==> src/rtl/ldpc_fp_pkg.sv <==
// Shared fixed-point / floating-point definitions for the LDPC decoder datapath.
package ldpc_fp_pkg;

    localparam int FIX_W   = 15;  // unsigned fixed-point message width
    localparam int EXP_W   = 7;   // exponent width
    localparam int MAN_W   = 10;  // mantissa width
    localparam int EXP_MIN = 2;   // exponent used when no bit above the mantissa field is set

    // Normalised value: sign is always 0 for the unsigned inputs handled here.
    typedef struct packed {
        logic             sign;
        logic [EXP_W-1:0] exp;
        logic [MAN_W-1:0] mantissa;
    } fp_t;

endpackage

==> src/rtl/fix_norm_comb.sv <==
// Combinational leading-one normaliser: unsigned fixed-point in, fp_t out.
// The top MAN_W-wide window starting at the leading one becomes the mantissa;
// inputs with no bit set above the mantissa field pass through unshifted with EXP_MIN.
module fix_norm_comb
    import ldpc_fp_pkg::*;
#(
    parameter int IN_W = FIX_W
) (
    input  logic [IN_W-1:0] x,
    output fp_t             y
);

    // Scan upward so the highest set bit above the mantissa field wins.
    always_comb begin
        y.sign     = 1'b0;
        y.exp      = EXP_W'(EXP_MIN);
        y.mantissa = x[MAN_W-1:0];
        for (int k = MAN_W; k < IN_W; k++) begin
            if (x[k]) begin
                y.exp      = EXP_W'(k - MAN_W + EXP_MIN + 1);
                y.mantissa = x[k -: MAN_W];
            end
        end
    end

endmodule

==> src/rtl/fix2float_rr_sched.sv <==
// Round-robin scheduler sharing one fixed-to-float normaliser among N_REQ
// requesters. S1 captures the granted request, S2 holds the normalised result
// together with the tag of its requester until the downstream side takes it.
module fix2float_rr_sched #(
    parameter int N_REQ = 4,
    parameter int IN_W  = 15,
    parameter int EXP_W = 7,
    parameter int MAN_W = 10,
    parameter int TAG_W = 2,
    parameter int CNT_W = 16
) (
    input  logic                    clk,
    input  logic                    rst_n,
    input  logic [N_REQ-1:0]        req_valid,
    input  logic [N_REQ*IN_W-1:0]   req_data,
    output logic [N_REQ-1:0]        req_ready,
    output logic                    out_valid,
    input  logic                    out_ready,
    output logic                    out_sign,
    output logic [EXP_W-1:0]        out_exp,
    output logic [MAN_W-1:0]        out_mantissa,
    output logic [TAG_W-1:0]        out_tag,
    output logic                    busy,
    output logic [CNT_W-1:0]        done_cnt
);

    import ldpc_fp_pkg::*;

    // Pipeline state
    logic               s1_vld_reg;
    logic [IN_W-1:0]    s1_data_reg;
    logic [TAG_W-1:0]   s1_tag_reg;
    logic               s2_vld_reg;
    fp_t                s2_fp_reg;
    logic [TAG_W-1:0]   s2_tag_reg;
    logic [TAG_W-1:0]   last_grant_reg;
    logic [CNT_W-1:0]   done_cnt_reg;

    // Combinational control
    logic               s2_adv;
    logic               s1_adv;
    logic               accept;
    logic               deliver;
    logic [N_REQ-1:0]   grant_vec;
    logic [TAG_W-1:0]   grant_idx;
    logic [TAG_W-1:0]   scan_idx;
    logic               grant_found;
    fp_t                s1_fp;
    logic [IN_W-1:0]    req_word [N_REQ];

    // A stage may advance when it is empty or its contents are leaving this cycle.
    assign s2_adv  = !s2_vld_reg || out_ready;
    assign s1_adv  = !s1_vld_reg || s2_adv;
    assign deliver = s2_vld_reg && out_ready;
    assign accept  = |req_ready;

    // Per-requester data slicing and gated accept strobes.
    generate
        for (genvar gi = 0; gi < N_REQ; gi++) begin : g_req
            assign req_word[gi]  = req_data[gi*IN_W +: IN_W];
            assign req_ready[gi] = grant_vec[gi] && s1_adv;
        end
    endgenerate

    // Round-robin search starting just after the last granted requester.
    always_comb begin
        grant_vec   = '0;
        grant_idx   = '0;
        grant_found = 1'b0;
        scan_idx    = last_grant_reg;
        for (int off = 0; off < N_REQ; off++) begin
            scan_idx = (scan_idx == TAG_W'(N_REQ - 1)) ? '0 : scan_idx + 1'b1;
            if (!grant_found && req_valid[scan_idx]) begin
                grant_found         = 1'b1;
                grant_idx           = scan_idx;
                grant_vec[scan_idx] = 1'b1;
            end
        end
    end

    // Normaliser sits between S1 and S2.
    fix_norm_comb #(
        .IN_W (IN_W)
    ) u_norm (
        .x (s1_data_reg),
        .y (s1_fp)
    );

    // S1: capture the granted request and remember who was served.
    always_ff @(posedge clk) begin
        if (!rst_n) begin
            s1_vld_reg     <= 1'b0;
            s1_data_reg    <= '0;
            s1_tag_reg     <= '0;
            last_grant_reg <= TAG_W'(N_REQ - 1);
        end else if (accept) begin
            s1_vld_reg     <= 1'b1;
            s1_data_reg    <= req_word[grant_idx];
            s1_tag_reg     <= grant_idx;
            last_grant_reg <= grant_idx;
        end else if (s1_adv) begin
            s1_vld_reg     <= 1'b0;
        end
    end

    // S2: load the normalised S1 contents whenever the output slot frees up.
    always_ff @(posedge clk) begin
        if (!rst_n) begin
            s2_vld_reg <= 1'b0;
            s2_fp_reg  <= '0;
            s2_tag_reg <= '0;
        end else if (s2_adv) begin
            s2_vld_reg <= s1_vld_reg;
            s2_fp_reg  <= s1_fp;
            s2_tag_reg <= s1_tag_reg;
        end
    end

    // Delivered-result counter, wrapping naturally at its width.
    always_ff @(posedge clk) begin
        if (!rst_n) begin
            done_cnt_reg <= '0;
        end else if (deliver) begin
            done_cnt_reg <= done_cnt_reg + 1'b1;
        end
    end

    assign out_valid    = s2_vld_reg;
    assign out_sign     = s2_fp_reg.sign;
    assign out_exp      = s2_fp_reg.exp;
    assign out_mantissa = s2_fp_reg.mantissa;
    assign out_tag      = s2_tag_reg;
    assign busy         = s1_vld_reg || s2_vld_reg;
    assign done_cnt     = done_cnt_reg;

endmodule

==> config.mk <==
export PLATFORM = sky130hd
export DESIGN_NAME = fix2float_rr_sched
export DESIGN_NICKNAME = d
export VERILOG_FILES = /design/src/rtl/ldpc_fp_pkg.sv /design/src/rtl/fix_norm_comb.sv /design/src/rtl/fix2float_rr_sched.sv
export SDC_FILE = /design/constraint.sdc
export NUM_CORES = 1
export LEC_CHECK = 0
export BUFFER_PORTS_ARGS = -buffer_cell sky130_fd_sc_hd__buf_2
export CAP_MARGIN = 15
export CORE_MARGIN = 3
export CORE_UTILIZATION = 35
export CTS_BUF_LIST = sky130_fd_sc_hd__clkbuf_16
export DETAILED_ROUTE_END_ITERATION = 12
export HOLD_SLACK_MARGIN = 0.05
export PLACE_DENSITY_LB_ADDON = 0.08
export SLEW_MARGIN = 40
export SYNTH_ARGS = -nofsm -noshare
export SYNTH_HDL_FRONTEND = slang
export SYNTH_SLANG_ARGS = --single-unit
==> constraint.sdc <==
create_clock -name clk -period 4.88 [get_ports clk]
set_input_delay 0.732 -clock clk [delete_from_list [all_inputs] [get_ports clk]]
set_output_delay 0.732 -clock clk [all_outputs]
set_load 0.005 [all_outputs]
Word level (Yosys, flattened, before mapping) --
Index checks and enable logic that the tools add are counted.
Storage, ports and cells: flip-flop bits (word level) 56, input port bits 67, output and inout port bits 42
Cells by class: $add $sub $neg 5, order comparisons 9, equal/unequal tests 4, multiplexer cells 41, bitwise gates (word level) 4, reductions and logical operators 22
Operators with widths (count):
- $mux 13 | 4
- $bmux 15 s2 | 1
- $mux 15 | 2
- $add 16x1->16 const B | 1
- $mux 2 | 8
- $mux 4 | 4
- $mux 1 | 13
- $logic_and 1x1->1 | 12
- $lt 2x3->1 const B | 4
- $or 4x4->4 | 3
- $mux 11 | 1
- $add 2x1->2 const B | 4
- $bmux 1 s2 | 4
- $demux 1 s2 | 4
- $eq 2x2->1 const B | 4
- $ge 2x1->1 const B | 4
- $logic_not 1->1 | 5
- $reduce_or 4->1 | 1
- $ge 3x3->1 const B | 1
- $logic_or 1x1->1 | 3
- $not 2->3 | 1
- $reduce_bool 2->1 | 1

Longest topological paths before layout --
word-level depth 18, mapped depth 12

Hierarchy --
Synthesis repeated with hierarchy kept, for this count alone.
Unflattened totals: cell total of the unflattened synthesis 435, area, all modules 3714.8 sq um
Modules (own cells, without submodules):
- fix2float_rr_sched | instances 1, cells each 358, area each 3154.3 sq um
- fix_norm_comb | instances 1, cells each 77, area each 560.5 sq um

Worst setup path before layout --
No wires, ideal clock.
kind register to output, start point register last_grant_reg[0], end point output req_ready[1], arrival 2.422 ns, slack 1.726 ns, stages on the path, launching flop included 11, buffers on the path 2, cells stage by stage dfxtp_1 > inv_1 > ha_1 > buf_2 > or3b_1 > a2111o_1 > nand2_1 > a221o_1 > nand2_1 > inv_1 > clkbuf_1
On the way: word-level cells in the longest chain between the ends 15
Ends and longest elaborated chain:
- start: declaration | RTL line fix2float_rr_sched.sv:36 | logic [TAG_W-1:0] last_grant_reg;
- start signal: assignment | RTL line fix2float_rr_sched.sv:95 | last_grant_reg <= TAG_W'(N_REQ - 1);
- start signal: assignment | RTL line fix2float_rr_sched.sv:100 | last_grant_reg <= grant_idx;
- $add 2x1->2 / $eq 2x2->1 (equally long branches) | RTL line fix2float_rr_sched.sv:72 | scan_idx = (scan_idx == TAG_W'(N_REQ - 1)) ? '0 : scan_idx + 1'b1;
- $mux 2 * | RTL line fix2float_rr_sched.sv:72
- $add 2x1->2, or another cell as far along | RTL line fix2float_rr_sched.sv:72
- $mux 2 / $mux 1 (equally long branches) | RTL line fix2float_rr_sched.sv:72, fix2float_rr_sched.sv:73
- $add 2x1->2, or another cell as far along | RTL line fix2float_rr_sched.sv:72
- $mux 2, or another cell as far along | RTL line fix2float_rr_sched.sv:72
- $add 2x1->2, or another cell as far along | RTL line fix2float_rr_sched.sv:72
- $mux 2, or another cell as far along | RTL line fix2float_rr_sched.sv:72
- $lt 2x3->1 (implied by the code), or another cell as far along | RTL line fix2float_rr_sched.sv:76 | grant_vec[scan_idx] = 1'b1;
- $logic_and 1x1->1 (implied by the code), or another cell as far along | RTL line fix2float_rr_sched.sv:76
- $mux 1 (implied by the code), or another cell as far along | RTL line fix2float_rr_sched.sv:76
- $demux 1 s2, or another cell as far along | RTL line fix2float_rr_sched.sv:76
- $or 4x4->4 (no line) / $logic_and 1x1->1 (equally long branches)
- $mux 4 * | RTL line fix2float_rr_sched.sv:73 | if (!grant_found && req_valid[scan_idx]) begin
- $logic_and 1x1->1 * | RTL line fix2float_rr_sched.sv:61 | assign req_ready[gi] = grant_vec[gi] && s1_adv;
- end: declaration | RTL line fix2float_rr_sched.sv:16 | output logic [N_REQ-1:0] req_ready,
Mark *: on every way between the ends. The rest lies on a longest branch, timed or not. The select of a mux whose other input is x is not followed.

Final worst setup path --
Ends and elaborated chain as after synthesis.

==> flow_metrics.env <==
export IMPL_power_leakage_nw=1.80
export IMPL_drive_above_1_share_pct=22.6
export IMPL_rsz0062_at_grt="no"
export IMPL_routed_wl_mm=9.55
export IMPL_n_antenna_cell=0
export IMPL_die_y_um=106
export IMPL_post_route_min_period_ps=4050
export IMPL_synth_edff_count=0
export IMPL_core_area_um2=9770
export IMPL_wl_per_cell_um=13.9
export IMPL_crit_family="buffers and inverters"
export IMPL_multi_input_area_um2=2270
export IMPL_fmax_ghz=0.247
export IMPL_crit_type="flop to output pin"
export IMPL_slowest_delay_ps=550
export IMPL_synth_main_ff_cell="dfxtp_1"
export IMPL_grt_total_usage_pct=16.5
export IMPL_first_iter_violations=217
export IMPL_critPathMaxFanout=21
export IMPL_status="complete, no violations"
export IMPL_firstDrtPassIters=5
export IMPL_hpwl_mm=7.18
export IMPL_worst_path_buf_inv=5
export IMPL_ys_ff_latch=52
export IMPL_largest_reg_flops=16
export IMPL_fp_dieW_um=106
export IMPL_seq_area_frac_synth_pct=29.5
export IMPL_finalSetupTns_ps=0
export IMPL_h_tree_depth=2
export IMPL_grt_max_degree=40
export IMPL_grt_pass1_vias=3266
export IMPL_synth_area_um2=3530
export IMPL_clock_skew_ps=6.83
export IMPL_cts_sinks=52
export IMPL_hold_slack_ps=451
export IMPL_ff_latch_area_um2=1040
export IMPL_cts_buffers=5
export IMPL_end_kind="output pin"
export IMPL_clock_path_buffers=2
export IMPL_synth_warnings=0
export IMPL_initial_utilization_pct=36.1
export IMPL_fillers=1006
export IMPL_crit_chain="inv_1 -> ha_1 -> or3b_1 -> a2111o_1 -> nand2_1 -> a221o_1 -> nand2_1 -> buf_4 -> inv_1 -> buf_4 -> buf_2"
export IMPL_power_w=0.00237
export IMPL_required_ps=4150
export IMPL_worst_pin_slew_ps=703
export IMPL_synth_cells=478
export IMPL_timing_final_ws_setup_ps=834
export IMPL_post_cts_buffers=0
export IMPL_synthArstFlopShare_pct=0
export IMPL_dieArea_um2=11300
export IMPL_fin_nets=628
export IMPL_gp_congestion=0.895
export IMPL_power_density_nw_per_um2=560
export IMPL_avgViaCountPerCell=5.21
export IMPL_cp_slowest_cell="ha_1"
export IMPL_setup_viol=0
export IMPL_cts_hold_fix_buffers=0
export IMPL_max_cap_viol_count=0
export IMPL_vias=3580
export IMPL_ir_worst_vdd_v=0.000192
export IMPL_synth_area_per_cell_um2=7.38
export IMPL_mostFrequentLayoutCell="buf_2"
export IMPL_syn_to_final_growth_pct=20.1
export IMPL_drc=0
export IMPL_cts_resized=0
export IMPL_utilization_pct=43.4
export IMPL_hp_class="flop to flop"
export IMPL_grt_pass1_wl_mm=15.8
export IMPL_grt_remaining_overflow=0
export IMPL_clkTransAtPathRegs_ps=70
export IMPL_cts_tree="done"
export IMPL_postRouteAntennaNets=0
export IMPL_cts_root_buffer="clkbuf_16"
export IMPL_finalCritPeriodShare_pct=82.9
export IMPL_drv_slew=0
export IMPL_mostFrequentLayoutCells="buf_2 (103), nand2_1 (75), a21oi_1 (53)"
export IMPL_netlist_cell_type_count=52
export IMPL_clk_latency_ps=290
export IMPL_ioPinCount=109
export IMPL_relSlewSlack_pct=53.1
export IMPL_antenna_found_initial=0
export IMPL_critPathLaunchType="flop"
export IMPL_arrival_ps=3310
export IMPL_preCtsSetupSlack_ps=1160
export IMPL_final_hold_violation_count=0
export IMPL_io_buffers=103
export IMPL_rows=36
==> metal layers <==
layer  vias up  global-route usage, %  routed length [um]  share of wire [%]
met4         0                   3.52                  51               0.53
met3         6                   3.34                 624                6.5
met5         -                      0                   0                  0
li1       1843                      -                   -                  -
met2       131                   24.9                4160                 44
met1      1600                   24.3                4710                 49
==> cell usage after synthesis (3+ instances only) <==
library cell,count,area share (%)
nand2_1,75,8.0
a21oi_1,53,7.5
dfxtp_1,52,30
o21ai_0,37,5.2
clkbuf_1,33,3.5
mux2i_1,29,8.2
nand3_1,25,3.5
nor2_1,20,2.1
o21ai_1,19,2.7
a32oi_1,15,3.7
nor3_1,9,1.3
xor2_1,9,2.2
ha_1,8,2.8
inv_1,8,0.85
nand2b_1,7,1.2
nor2b_1,6,1.1
and2_1,5,0.89
and3_1,5,0.89
buf_2,5,0.71
buf_4,5,1.1
a221o_1,3,0.85
a22o_1,3,0.74
nor3b_1,3,0.64
o21a_1,3,0.64
or3_1,3,0.53
xnor2_1,3,0.74
==> worst register-to-register path, stage by stage (launching register included) <==
cell and delay, ps:
dfxtp_1 510, inv_1 170, ha_1 660, mux2i_1 310
o22ai_1 130, and2_1 180, a2111o_1 460, o41a_1 700
o21ai_1 310, a21oi_1 100
==> layout make-up <==
class / instances / share of cell area [%]
sequential: 52 / 24.6
clock buffer: 5 / 2.95
timing repair buffer: 110 / 13.6
multi-input combinational: 376 / 53.7
tap: 133 / 3.93
inverter: 8 / 0.709
clock inverter: 3 / 0.590
==> final timing paths <==
path | startpoint | endpoint | slack, ps | depth (start not counted)
worst max-delay path | last_grant_reg[0]$_SDFFE_PN1P_ | req_ready[1] | 830 | 11
worst min-delay path | out_tag[1]$_SDFFE_PN0P_ | out_tag[1]$_SDFFE_PN0P_ | 450 | 2
worst max register to register | last_grant_reg[0]$_SDFFE_PN1P_ | s1_data_reg[7]$_SDFFE_PN0P_ | 1240 | 9
worst min register to register | out_tag[1]$_SDFFE_PN0P_ | out_tag[1]$_SDFFE_PN0P_ | 450 | 2
==> power breakdown <==
group / leakage (nW) / internal (W) / switching [W]
clock: 0.0708 / 0.000194 / 0.000161
combinational: 1.30 / 0.000558 / 0.000766
sequential: 0.427 / 0.000537 / 0.000156
==> through the flow <==
step	cells	instance area [um2]
final	687	4240
after global routing	687	4240
after CTS	687	4240
after detailed placement	679	4090
after global placement	676	4060
after floorplan	482	3540
==> kinds of logic (layout without fill, tap and decap cells) <==
logic type	after synthesis	after routing	share of synthesized area, %
AO/OA/AOI/OAI	154	154	27.0
XOR/XNOR	12	12	2.98
adder cells (fa/ha/maj)	8	8	2.84
buffers and inverters	54	126	6.88
flip-flops	52	52	29.5
multiplexers	30	30	8.55
other	1	5	0.106
AND/OR/NAND/NOR	167	167	22.1
Note: power is estimated with default switching activity, not from simulation.
